`config.mk`:
```
export PLATFORM = sky130hd
export DESIGN_NAME = mat_mult_driver_flat
export DESIGN_NICKNAME = d
export VERILOG_FILES = /design/src/rtl/mat_pkg.sv /design/src/rtl/mat_mult_driver_if.sv /design/src/rtl/mat_res_serializer.sv /design/src/rtl/mat_mult_driver.sv /design/src/flat_wrapper.sv
export SDC_FILE = /design/constraint.sdc
export NUM_CORES = 1
export LEC_CHECK = 0
export CORE_MARGIN = 8
export CORE_UTILIZATION = 51
export DETAILED_ROUTE_END_ITERATION = 8
export PLACE_DENSITY = 0.91
export RECOVER_POWER = 25
export SYNTH_ARGS = -nofsm -noshare
export SYNTH_HDL_FRONTEND = slang
export SYNTH_HIERARCHICAL = 1
export SYNTH_SLANG_ARGS = --single-unit
```
`constraint.sdc`:
```
create_clock -name clk -period 3.35 [get_ports clk]
set_input_delay 0.335 -clock clk [delete_from_list [all_inputs] [get_ports clk]]
set_output_delay 0.335 -clock clk [all_outputs]
set_load 0.005 [all_outputs]
```
`src/rtl/mat_pkg.sv`:
```
// mat_pkg: shared widths, FSM state type and slot indices
// for the 2x2 matrix multiplier driver.
package mat_pkg;

    localparam int DW    = 16;
    localparam int RW    = 2 * DW;
    localparam int N_OPS = 8;
    localparam int N_RES = 4;

    // Last operand slot (h) and last result slot (z)
    localparam logic [2:0] OP_LAST  = 3'd7;
    localparam logic [1:0] RES_LAST = 2'd3;

    typedef enum logic [1:0] {
        LOAD,
        FIRE,
        WAIT,
        SEND
    } state_t;

endpackage

```
`src/rtl/mat_mult_driver_if.sv`:
```
// mat_mult_driver_if: operand stream, result stream and
// multiplier bus of the matrix multiplier driver.
interface mat_mult_driver_if #(
    parameter int DW = 16
);

    logic                       in_valid;
    logic                       in_ready;
    logic signed [DW-1:0]       in_data;

    logic                       out_valid;
    logic                       out_ready;
    logic signed [2*DW-1:0]     out_data;
    logic                       out_last;

    logic                       mm_start;
    logic        [8*DW-1:0]     mm_op;
    logic                       mm_done;
    logic        [8*DW-1:0]     mm_res;

    modport master (
        input  in_valid, in_data, out_ready, mm_done, mm_res,
        output in_ready, out_valid, out_data, out_last,
        output mm_start, mm_op
    );

    modport slave (
        output in_valid, in_data, out_ready, mm_done, mm_res,
        input  in_ready, out_valid, out_data, out_last,
        input  mm_start, mm_op
    );

endinterface

```
`src/rtl/mat_res_serializer.sv`:
```
// mat_res_serializer: holds the four results and presents them
// as a w,x,y,z stream with valid/ready hold and a z-beat last flag.
module mat_res_serializer #(
    parameter int RW = 32
) (
    input  logic                 clk,
    input  logic                 reset,
    input  logic                 load,
    input  logic [4*RW-1:0]      res,
    input  logic                 out_ready,
    output logic                 out_valid,
    output logic signed [RW-1:0] out_data,
    output logic                 out_last,
    output logic                 done
);
    import mat_pkg::*;

    logic [N_RES-1:0][RW-1:0] res_q;
    logic [1:0]               res_cnt;
    logic                     fire;

    assign fire     = out_valid && out_ready;
    // res_q[3] holds w, so beat k reads slot 3-k
    assign out_data = res_q[RES_LAST - res_cnt];
    assign out_last = out_valid && (res_cnt == RES_LAST);
    assign done     = fire && out_last;

    // result register and beat counter; drops valid after z
    always_ff @(posedge clk) begin
        if (!reset) begin
            res_q     <= '0;
            res_cnt   <= '0;
            out_valid <= 1'b0;
        end else if (load) begin
            res_q     <= res;
            res_cnt   <= '0;
            out_valid <= 1'b1;
        end else if (fire) begin
            res_cnt <= res_cnt + 2'd1;
            if (res_cnt == RES_LAST) begin
                out_valid <= 1'b0;
            end
        end
    end

endmodule

```
`src/rtl/mat_mult_driver.sv`:
```
// mat_mult_driver: loads eight operands, fires the 2x2 multiplier and
// streams back four results. Optional WAIT watchdog: MAT_DRV_TIMEOUT_EN.
module mat_mult_driver #(
    parameter int DW      = 16,
    parameter int TIMEOUT = 15
) (
    input  logic              clk,
    input  logic              reset,
    mat_mult_driver_if.master bus,
    output logic              busy,
    output logic              err
);
    import mat_pkg::*;

    state_t                   state;
    state_t                   state_nx;
    logic [2:0]               op_cnt;
    logic [N_OPS-1:0][DW-1:0] ops;
    logic                     in_fire;
    logic                     load_res;
    logic                     ser_done;

    assign in_fire      = bus.in_valid && bus.in_ready;
    assign bus.in_ready = (state == LOAD);
    assign bus.mm_start = (state == FIRE);
    // ops[7] holds a, so the packed vector has a in the MSBs
    assign bus.mm_op    = ops;
    assign busy         = (state != LOAD);

    // operand capture; ops only change in LOAD so mm_op stays stable
    always_ff @(posedge clk) begin
        if (!reset) begin
            op_cnt <= '0;
            ops    <= '0;
        end else if (in_fire) begin
            ops[OP_LAST - op_cnt] <= bus.in_data;
            op_cnt                <= op_cnt + 3'd1;
        end
    end

`ifdef MAT_DRV_TIMEOUT_EN
    localparam int TW = $clog2(TIMEOUT + 1);
    localparam logic [TW-1:0] T_END = TW'(TIMEOUT - 1);

    logic [TW-1:0] wait_cnt;
    logic          expired;

    assign expired = (state == WAIT) && !bus.mm_done &&
                     (wait_cnt == T_END);

    // counts cycles spent in WAIT, cleared elsewhere
    always_ff @(posedge clk) begin
        if (!reset) begin
            wait_cnt <= '0;
        end else if (state == WAIT) begin
            wait_cnt <= wait_cnt + 1'b1;
        end else begin
            wait_cnt <= '0;
        end
    end

    // sticky watchdog flag, cleared by the next accepted operand
    always_ff @(posedge clk) begin
        if (!reset) begin
            err <= 1'b0;
        end else if (expired) begin
            err <= 1'b1;
        end else if (in_fire) begin
            err <= 1'b0;
        end
    end
`else
    assign err = 1'b0;
`endif

    // state register
    always_ff @(posedge clk) begin
        if (!reset) begin
            state <= LOAD;
        end else begin
            state <= state_nx;
        end
    end

    // next state; mm_done only matters in WAIT
    always_comb begin
        state_nx = state;
        load_res = 1'b0;
        unique case (state)
            LOAD: begin
                if (in_fire && (op_cnt == OP_LAST)) begin
                    state_nx = FIRE;
                end
            end
            FIRE: begin
                state_nx = WAIT;
            end
            WAIT: begin
                if (bus.mm_done) begin
                    load_res = 1'b1;
                    state_nx = SEND;
                end
`ifdef MAT_DRV_TIMEOUT_EN
                else if (expired) begin
                    state_nx = LOAD;
                end
`endif
            end
            SEND: begin
                if (ser_done) begin
                    state_nx = LOAD;
                end
            end
            default: begin
                state_nx = LOAD;
            end
        endcase
    end

    mat_res_serializer #(
        .RW (2 * DW)
    ) u_ser (
        .clk       (clk),
        .reset     (reset),
        .load      (load_res),
        .res       (bus.mm_res),
        .out_ready (bus.out_ready),
        .out_valid (bus.out_valid),
        .out_data  (bus.out_data),
        .out_last  (bus.out_last),
        .done      (ser_done)
    );

endmodule

```
`src/flat_wrapper.sv`:
```
// flat-port wrapper written by rule: the top's interface ports become plain ports
module mat_mult_driver_flat import mat_pkg::*;
#(
    parameter int DW      = 16,
    parameter int TIMEOUT = 15
)
  (clk, reset, busy, err, bus_in_valid, bus_in_data, bus_out_ready, bus_mm_done, bus_mm_res, bus_in_ready, bus_out_valid, bus_out_data, bus_out_last, bus_mm_start, bus_mm_op);
  mat_mult_driver_if #(.DW(DW)) bus_i ();
  input  logic clk;
  input  logic reset;
  output logic busy;
  output logic err;
  input wire logic [$bits(bus_i.in_valid)-1:0] bus_in_valid;
  input wire logic [$bits(bus_i.in_data)-1:0] bus_in_data;
  input wire logic [$bits(bus_i.out_ready)-1:0] bus_out_ready;
  input wire logic [$bits(bus_i.mm_done)-1:0] bus_mm_done;
  input wire logic [$bits(bus_i.mm_res)-1:0] bus_mm_res;
  output wire logic [$bits(bus_i.in_ready)-1:0] bus_in_ready;
  output wire logic [$bits(bus_i.out_valid)-1:0] bus_out_valid;
  output wire logic [$bits(bus_i.out_data)-1:0] bus_out_data;
  output wire logic [$bits(bus_i.out_last)-1:0] bus_out_last;
  output wire logic [$bits(bus_i.mm_start)-1:0] bus_mm_start;
  output wire logic [$bits(bus_i.mm_op)-1:0] bus_mm_op;
  assign bus_i.in_valid = bus_in_valid;
  assign bus_i.in_data = bus_in_data;
  assign bus_i.out_ready = bus_out_ready;
  assign bus_i.mm_done = bus_mm_done;
  assign bus_i.mm_res = bus_mm_res;
  assign bus_in_ready = bus_i.in_ready;
  assign bus_out_valid = bus_i.out_valid;
  assign bus_out_data = bus_i.out_data;
  assign bus_out_last = bus_i.out_last;
  assign bus_mm_start = bus_i.mm_start;
  assign bus_mm_op = bus_i.mm_op;
  mat_mult_driver #(.DW(DW), .TIMEOUT(TIMEOUT)) u_core (.clk(clk), .reset(reset), .bus(bus_i), .busy(busy), .err(err));
endmodule
```
# After elaboration in Yosys (flattened, before gate mapping)
# Index checks and enable logic that the tools add are counted.
word_totals:
  reg_bits: 264
  latchBits: 0
  ram_bits: 0
  rom_bits: 0
  output_inout_bits: 166
  n_memories: 0
classes:
  add_sub_neg: 4
  mul: 0
  div_mod_pow: 0
  order_cmp: 3
  eq_ne: 8
  n_shift: 0
  n_mux: 14
  bitwise_logic: 1
  n_reduce_logical: 13
ops:
  columns: ["operator", "count"]
  rows:
  - ["bitwise mux 128 bit", 1]
  - ["binary-select mux 32 bit (select 2 bit)", 1]
  - ["demux 16 bit (select 3 bit)", 1]
  - ["two-way mux 32 bit", 1]
  - ["two-way mux 16 bit", 1]
  - ["case mux 2 bit (4 select lines)", 1]
  - ["== test 2 bit (second input constant)", 3]
  - ["logical AND 1 bit", 6]
  - ["two-way mux 2 bit", 3]
  - ["nonzero test 2 bit", 3]
  - ["two-way mux 1 bit", 5]
  - ["less-than comparator 3 x 4 -> 1 bit (second input constant)", 1]
  - ["!= test 2 bit (second input constant)", 2]
  - ["adder 3 x 1 -> 3 bit (second input constant)", 1]
  - ["== test 3 bit (second input constant)", 1]
  - [">= comparator 3 x 1 -> 1 bit (second input constant)", 1]
  - ["less-than comparator 2 x 3 -> 1 bit (second input constant)", 1]
  - ["AND reduction 3 bit", 1]
  - ["subtractor 3 bit (first input constant)", 1]
  - ["adder 2 x 1 -> 2 bit (second input constant)", 1]
  - ["== test 2 x 1 -> 1 bit (second input constant)", 1]
  - ["logical NOT 2 bit", 1]
  - ["!= test 2 x 1 -> 1 bit (second input constant)", 1]
  - ["AND reduction 2 bit", 1]
  - ["other kinds (3)", 3]

# Longest topological paths before layout
# Gate-level depths: netlist of run 1.
logic_depth:
  ltp_word: 6
  depth_mapped: 8
  depth_no_buf: 5

# Cells and area by module
# The synthesis of run 1 kept the hierarchy.
by_module_without_submodules:
  columns: ["module", "instances", "cells_each", "area_each_um2", "seq_area_each_um2"]
  rows:
  - ["mat_res_serializer", 1, 468, 5791.8, 2622.5]
  - ["mat_mult_driver", 1, 476, 4971.0, 2662.6]

# Worst setup path after synthesis of run 1
# OpenSTA, ideal clock, no wires.
synth_timing:
  path_type: "register -> register"
  from: "reg u_core.state[0]"
  to: "reg u_core.ops (netlist bit u_core/bus.mm_op[94])"
  setup_time_ps: 126
  arrival_time_ps: 1591
  setup_slack_ps: 1633
  stages_incl_launch_ff: 9
  path_buffers: 3
  synth_period_minus_slack_ps: 1717
  path_cell_list: "dfxtp_1 -> inv_1 -> ha_1 -> buf_2 -> nand3_4 -> or3_1 -> buf_6 -> buf_8 -> mux2i_1"
synth_via:
  elab_chain_cells: 2
synth_rtl:
  columns: ["element", "line", "text"]
  rows:
  - ["start, declared", "mat_mult_driver.sv:15", "state_t state;"]
  - ["start signal, assigned", "mat_mult_driver.sv:81", "state <= state_nx;"]
  - ["logical NOT 2 bit", "mat_mult_driver.sv:24", "assign bus.in_ready = (state == LOAD);"]
  - ["named net bus_in_ready", "flat_wrapper.sv:18", "output wire logic [$bits(bus_i.in_ready)-1:0] bus_in_ready;"]
  - ["logical AND 1 bit", "mat_mult_driver.sv:23", "assign in_fire = bus.in_valid && bus.in_ready;"]
  - ["end signal, assigned by index", "mat_mult_driver.sv:36", "ops[OP_LAST - op_cnt] <= bus.in_data;"]
  - ["end, declared", "mat_mult_driver.sv:18", "logic [N_OPS-1:0][DW-1:0] ops;"]
# The timed path passes the listed nets, and every way through them passes these cells.
# A chain may end at the register's enable or synchronous reset.

# Final worst setup path of run 1
layout_timing:
  from: "reg u_core.u_ser.res_cnt[0]"
  to: "out bus_out_data[27]"
layout_via:
  elab_chain_cells: 3
layout_rtl:
  columns: ["element", "line", "text"]
  rows:
  - ["start, declared", "mat_res_serializer.sv:19", "logic [1:0] res_cnt;"]
  - ["start signal, assigned", "mat_res_serializer.sv:39", "res_cnt <= res_cnt + 2'd1;"]
  - ["subtractor 2 bit", "mat_res_serializer.sv:24", "assign out_data = res_q[RES_LAST - res_cnt];"]
  - ["binary-select mux 32 bit (select 2 bit)", "mat_res_serializer.sv:24", null]
  - ["two-way mux 32 bit (not written as such)", "mat_res_serializer.sv:24", null]
  - ["end, declared", "flat_wrapper.sv:20", "output wire logic [$bits(bus_i.out_data)-1:0] bus_out_data;"]
# Every way passes these cells. The select of a mux whose other input is x is not followed.

==> results of run 1 <==
==> report_power, final <==
| group | total, mW | switching [mW] | internal (mW) | leakage (nW) |
|---|---|---|---|---|
| Sequential | 3.20 | 0.0205 | 3.17 | 2.13 |
| Combinational | 0.456 | 0.184 | 0.272 | 2.76 |
| Clock | 3.14 | 1.25 | 1.89 | 0.471 |
| Total | 6.79 | 1.45 | 5.34 | 5.36 |
==> area by class of cell <==
cell class              count  share of cell area [%]
multi-input cells         610                    33.6
well taps                 275                    2.31
inverters                   4                   0.101
clock inverters            13                    1.08
clock buffers              36                    5.29
repair buffers            329                    22.1
flip-flops and latches    264                    35.5
diodes                      2                  0.0336
==> critical path, delay by kind of cell, from the launching register on <==
kind	cells	cell delay [ns]
flip-flops	1	0.64
multiplexers	1	0.59
buffers and inverters	2	0.86
==> kinds of logic after synthesis <==
| kind of cell | after synthesis |
|---|---|
| AND/OR/NAND/NOR | 301 |
| XOR/XNOR | 1 |
| flip-flops | 264 |
| multiplexers | 289 |
| adder cells (fa/ha/maj) | 7 |
| AO/OA/AOI/OAI | 11 |
| buffers and inverters | 70 |
| other | 1 |
==> routing by layer <==
metal | up-vias | global-route usage, %
li1 | 3785 | -
met1 | 3860 | 26.1
met2 | 289 | 39.5
met3 | 65 | 8.65
met4 | 2 | 8.71
met5 | - | 0
==> sequential cells by signal, indices dropped and copies added (netlist names) <==
| signal | cells |
|---|---|
| u_core/u_ser/res_cnt | 2 |
| u_core/state | 2 |
| u_core/u_ser/res_q | 128 |
| u_core/op_cnt | 3 |
| u_core/bus.mm_op | 128 |
| u_core/u_ser/out_valid | 1 |
==> cell usage in the layout, fill, tap and decap left out, types with 3 or more instances in the layout <==
cell,count
clkdlybuf4s50_1,232
nand2b_1,3
buf_12,3
mux4_1,3
inv_6,3
clkbuf_16,27
a21boi_0,3
dfxtp_1,263
nand2_1,151
inv_1,4
buf_4,13
ha_1,7
mux2i_1,257
bufinv_16,3
clkinv_2,4
clkbuf_8,8
mux4_2,29
nor2b_1,129
dlygate4sd3_1,80
nand3_1,3
nor2_2,6
==> through the flow <==
step	setup slack, ns	hold WS, ns
finish	0.395	0.301
global route	0.215	0.350
CTS	0.321	0.310
detailed placement	0.893	0.447
global placement	0.902	0.441
floorplan	1.63	0.451
==> how the worst max path moves through the flow <==
| stage | start | endpoint | slack [ns] |
|---|---|---|---|
| 6_report | u_core/u_ser/res_cnt[0]$_SDFFE_PP0P_ | bus_out_data[27] | 0.40 |
| 5_1_grt | u_core/u_ser/res_cnt[0]$_SDFFE_PP0P_ | bus_out_data[27] | 0.22 |
| 4_1_cts | u_core/u_ser/res_cnt[0]$_SDFFE_PP0P_ | bus_out_data[27] | 0.32 |
| 3_5_place_dp | u_core/u_ser/res_cnt[0]$_SDFFE_PP0P_ | bus_out_data[27] | 0.89 |
| 3_3_place_gp | u_core/u_ser/res_cnt[0]$_SDFFE_PP0P_ | bus_out_data[27] | 0.90 |
| 2_1_floorplan | u_core/state[0]$_SDFFE_PN0P_ | u_core/bus.mm_op[94]$_SDFFE_PN0P_ | 1.63 |
==> implementation parameters, run 1 <==
Parameter                              Value

Run
  # Max-Cap Violations ... 1

Yosys
  Post-synth ARST share ... 0%
  Sequential share of the synthesized area ... 49.1%
  Synthesized Nets ... 1100
  Cell with the most instances after synthesis ... dfxtp_1
  Cells after Synth ... 944
  Simple-gate area share of the yosys netlist ... 14.2%
  Area share of the largest cell type after synthesis ... 49.1%
  Combinational family with the most area after synthesis ... multiplexers
  Cell variety after synth ... 31
  Synth area leaders ... dfxtp_1, mux2i_1, nor2b_1
  Commonest cells post-synth ... dfxtp_1, mux2i_1, nand2_1, nor2b_1, clkbuf_1
  Synth Flop Type ... dfxtp_1
  Mean post-synth cell area ... 11.4 um2
  Proportion of synthesized area in mux cells ... 30.7%
  Adder and majority cell fraction of the synthesized area ... 0.814%
  Count of flip-flops with a built-in enable after synthesis ... 0
  Cell taking the most area after synthesis ... dfxtp_1
  Xor/xnor cell area share of the yosys netlist ... 0.0814%
  Post-synthesis compound-gate area fraction ... 0.791%
  Number of storage elements in the synthesis netlist ... 264
  Yosys warning total ... 6
  Total standard cell area after synthesis ... 10800 um2

Worst setup path
  Slack of the worst reg-to-reg path ... 0.50 ns
  Worst r2r dst ... u_core/u_ser/res_q[3]$_SDFFE_PN0P_
  Critical-path maximum fanout ... 16
  Logic depth of the worst register-to-register path ... 6
  Critical Setup Path Class ... reg -> out
  Startpoint type of the worst setup path ... flip-flop
  Capturing element type of the critical path ... primary output
  Worst r2r src ... u_core/state[0]$_SDFFE_PN0P_
  Critical path, cell by cell ... buf_4 > mux4_1 > clkdlybuf4s50_1
  Cell type of the slowest stage on the worst timing path ... dfxtp_2
  Slowest stage delay, CP ... 0.64 ns
  Data required time of the worst path ... 3.01 ns
  Worst endpoint data arrival time ... 2.62 ns

Power and ir drop
  Pwr per Cell Area ... 456 nW/um2
  Post-layout total power ... 6.79 mW
  Largest vdd supply drop ... 0.383 mV
  Leakage component of the power ... 5.36 nW

GRT
  Total track usage ... 23.2%
  Initial antenna violation count ... 3
  Vias in the first global route ... 8542
  Congestion Overflow GR ... 0
  Pin count of the biggest net entering global routing ... 121
  Global-route wire length before repair ... 48300 um

Placed design
  DP Wirelength ... 21700 um
  Placer's final routability congestion estimate ... 0.811
  Standard cell area after detailed placement ... 14000 um2
  Number of cells in the design after placement ... 1482
  Number of buffers inserted by port buffering ... 313

Detailed routing
  WL/cell ... 20.4 um
  Number of antenna-violating nets in the routed design ... 0
  Met3 Wirelength ... 2870 um
  Via count normalized by instance count ... 5.22
  Vias after detailed routing ... 8001
  Total detailed-routing wirelength ... 31300 um
  Met2 layer wire length in the routed design ... 15100 um
  Number of DRC markers after the initial detailed-route iteration ... 371
  Drt pass-1 iters ... 4
  Wire length on met1 ... 12200 um
  DR DRC count ... 0
  Uppermost signal routing layer after detailed routing ... met5

Clock tree
  Clk_lat worst skew ... 0.53 ns
  Post-cts resize count ... 0
  CTS tree ... done
  Number of H-tree branching levels ... 1
  Postcts setup bufs ... 0
  Maximum number of buffers from clock root to sink ... 3
  Number of clock sinks ... 264
  CTS Hold Buffers Added ... 0
  Clock buffer count from CTS ... 27
  Register clock-pin slew on the reported worst setup and hold paths ... 0.06 ns
  Buffer type at the clock tree root ... clkbuf_16

Min path
  Hold-critical path depth ... 3
  End point of the worst hold path ... u_core/bus.mm_op[83]$_SDFFE_PN0P_
  Startpoint of the lowest-slack hold path ... reset
  Worst Hold Class ... in -> reg

Floorplanning
  Core box area ... 20900 um2
  Die span in x ... 161 um
  Number of primary I/O pins ... 315
  Chip Height ... 161 um
  Die ar. ... 26000 um2
  Starting density of the core ... 51.5%
  Number of core rows ... 53

Status
  Run status ... finished, violations left
  Violated checks ... capacitance limit, slew limit

Cells and area
  Filler Cells Inserted ... 1456
  Layout overhead on the synthesized area ... 38.5%
  Number of cells in the finished layout apart from fillers ... 1533
  Reg area ... 5290 um2
  Fraction of final layout cells with drive strength greater than 1 ... 8.36%
  Area used by multi-input combinational logic ... 5020 um2
  Area of all placed cells without fillers ... 14900 um2
  Number of nets at the end of the flow ... 1392
  Core Util, Final ... 71.4%

STA
  Maximum clock rate ... 0.338 GHz
  Setup violations, final ... 0
  Final critical path time including I/O delays and setup ... 2.95 ns
  Tightest Pin Transition ... 1.63 ns
  Unrepaired setup endpoints after global routing ... false
  Relative slew slack ... -8.91%
  Sum of negative setup slack ... 0 ns
  Final worst path period share ... 88.2%
  Number of failing hold endpoints at the final stage ... 0
  Number of pins exceeding their max-slew limit in the final report ... 25
  Worst setup skew after layout ... 0.0230 ns
No activity file was read; power rests on OpenSTA's default activity.
==> run 2, diff against run 1 <==
SLEW_MARGIN = 20   (was default)
==> results of run 2 <==
Same layout as run 1: the final DEF is identical, and so are final timing and power.
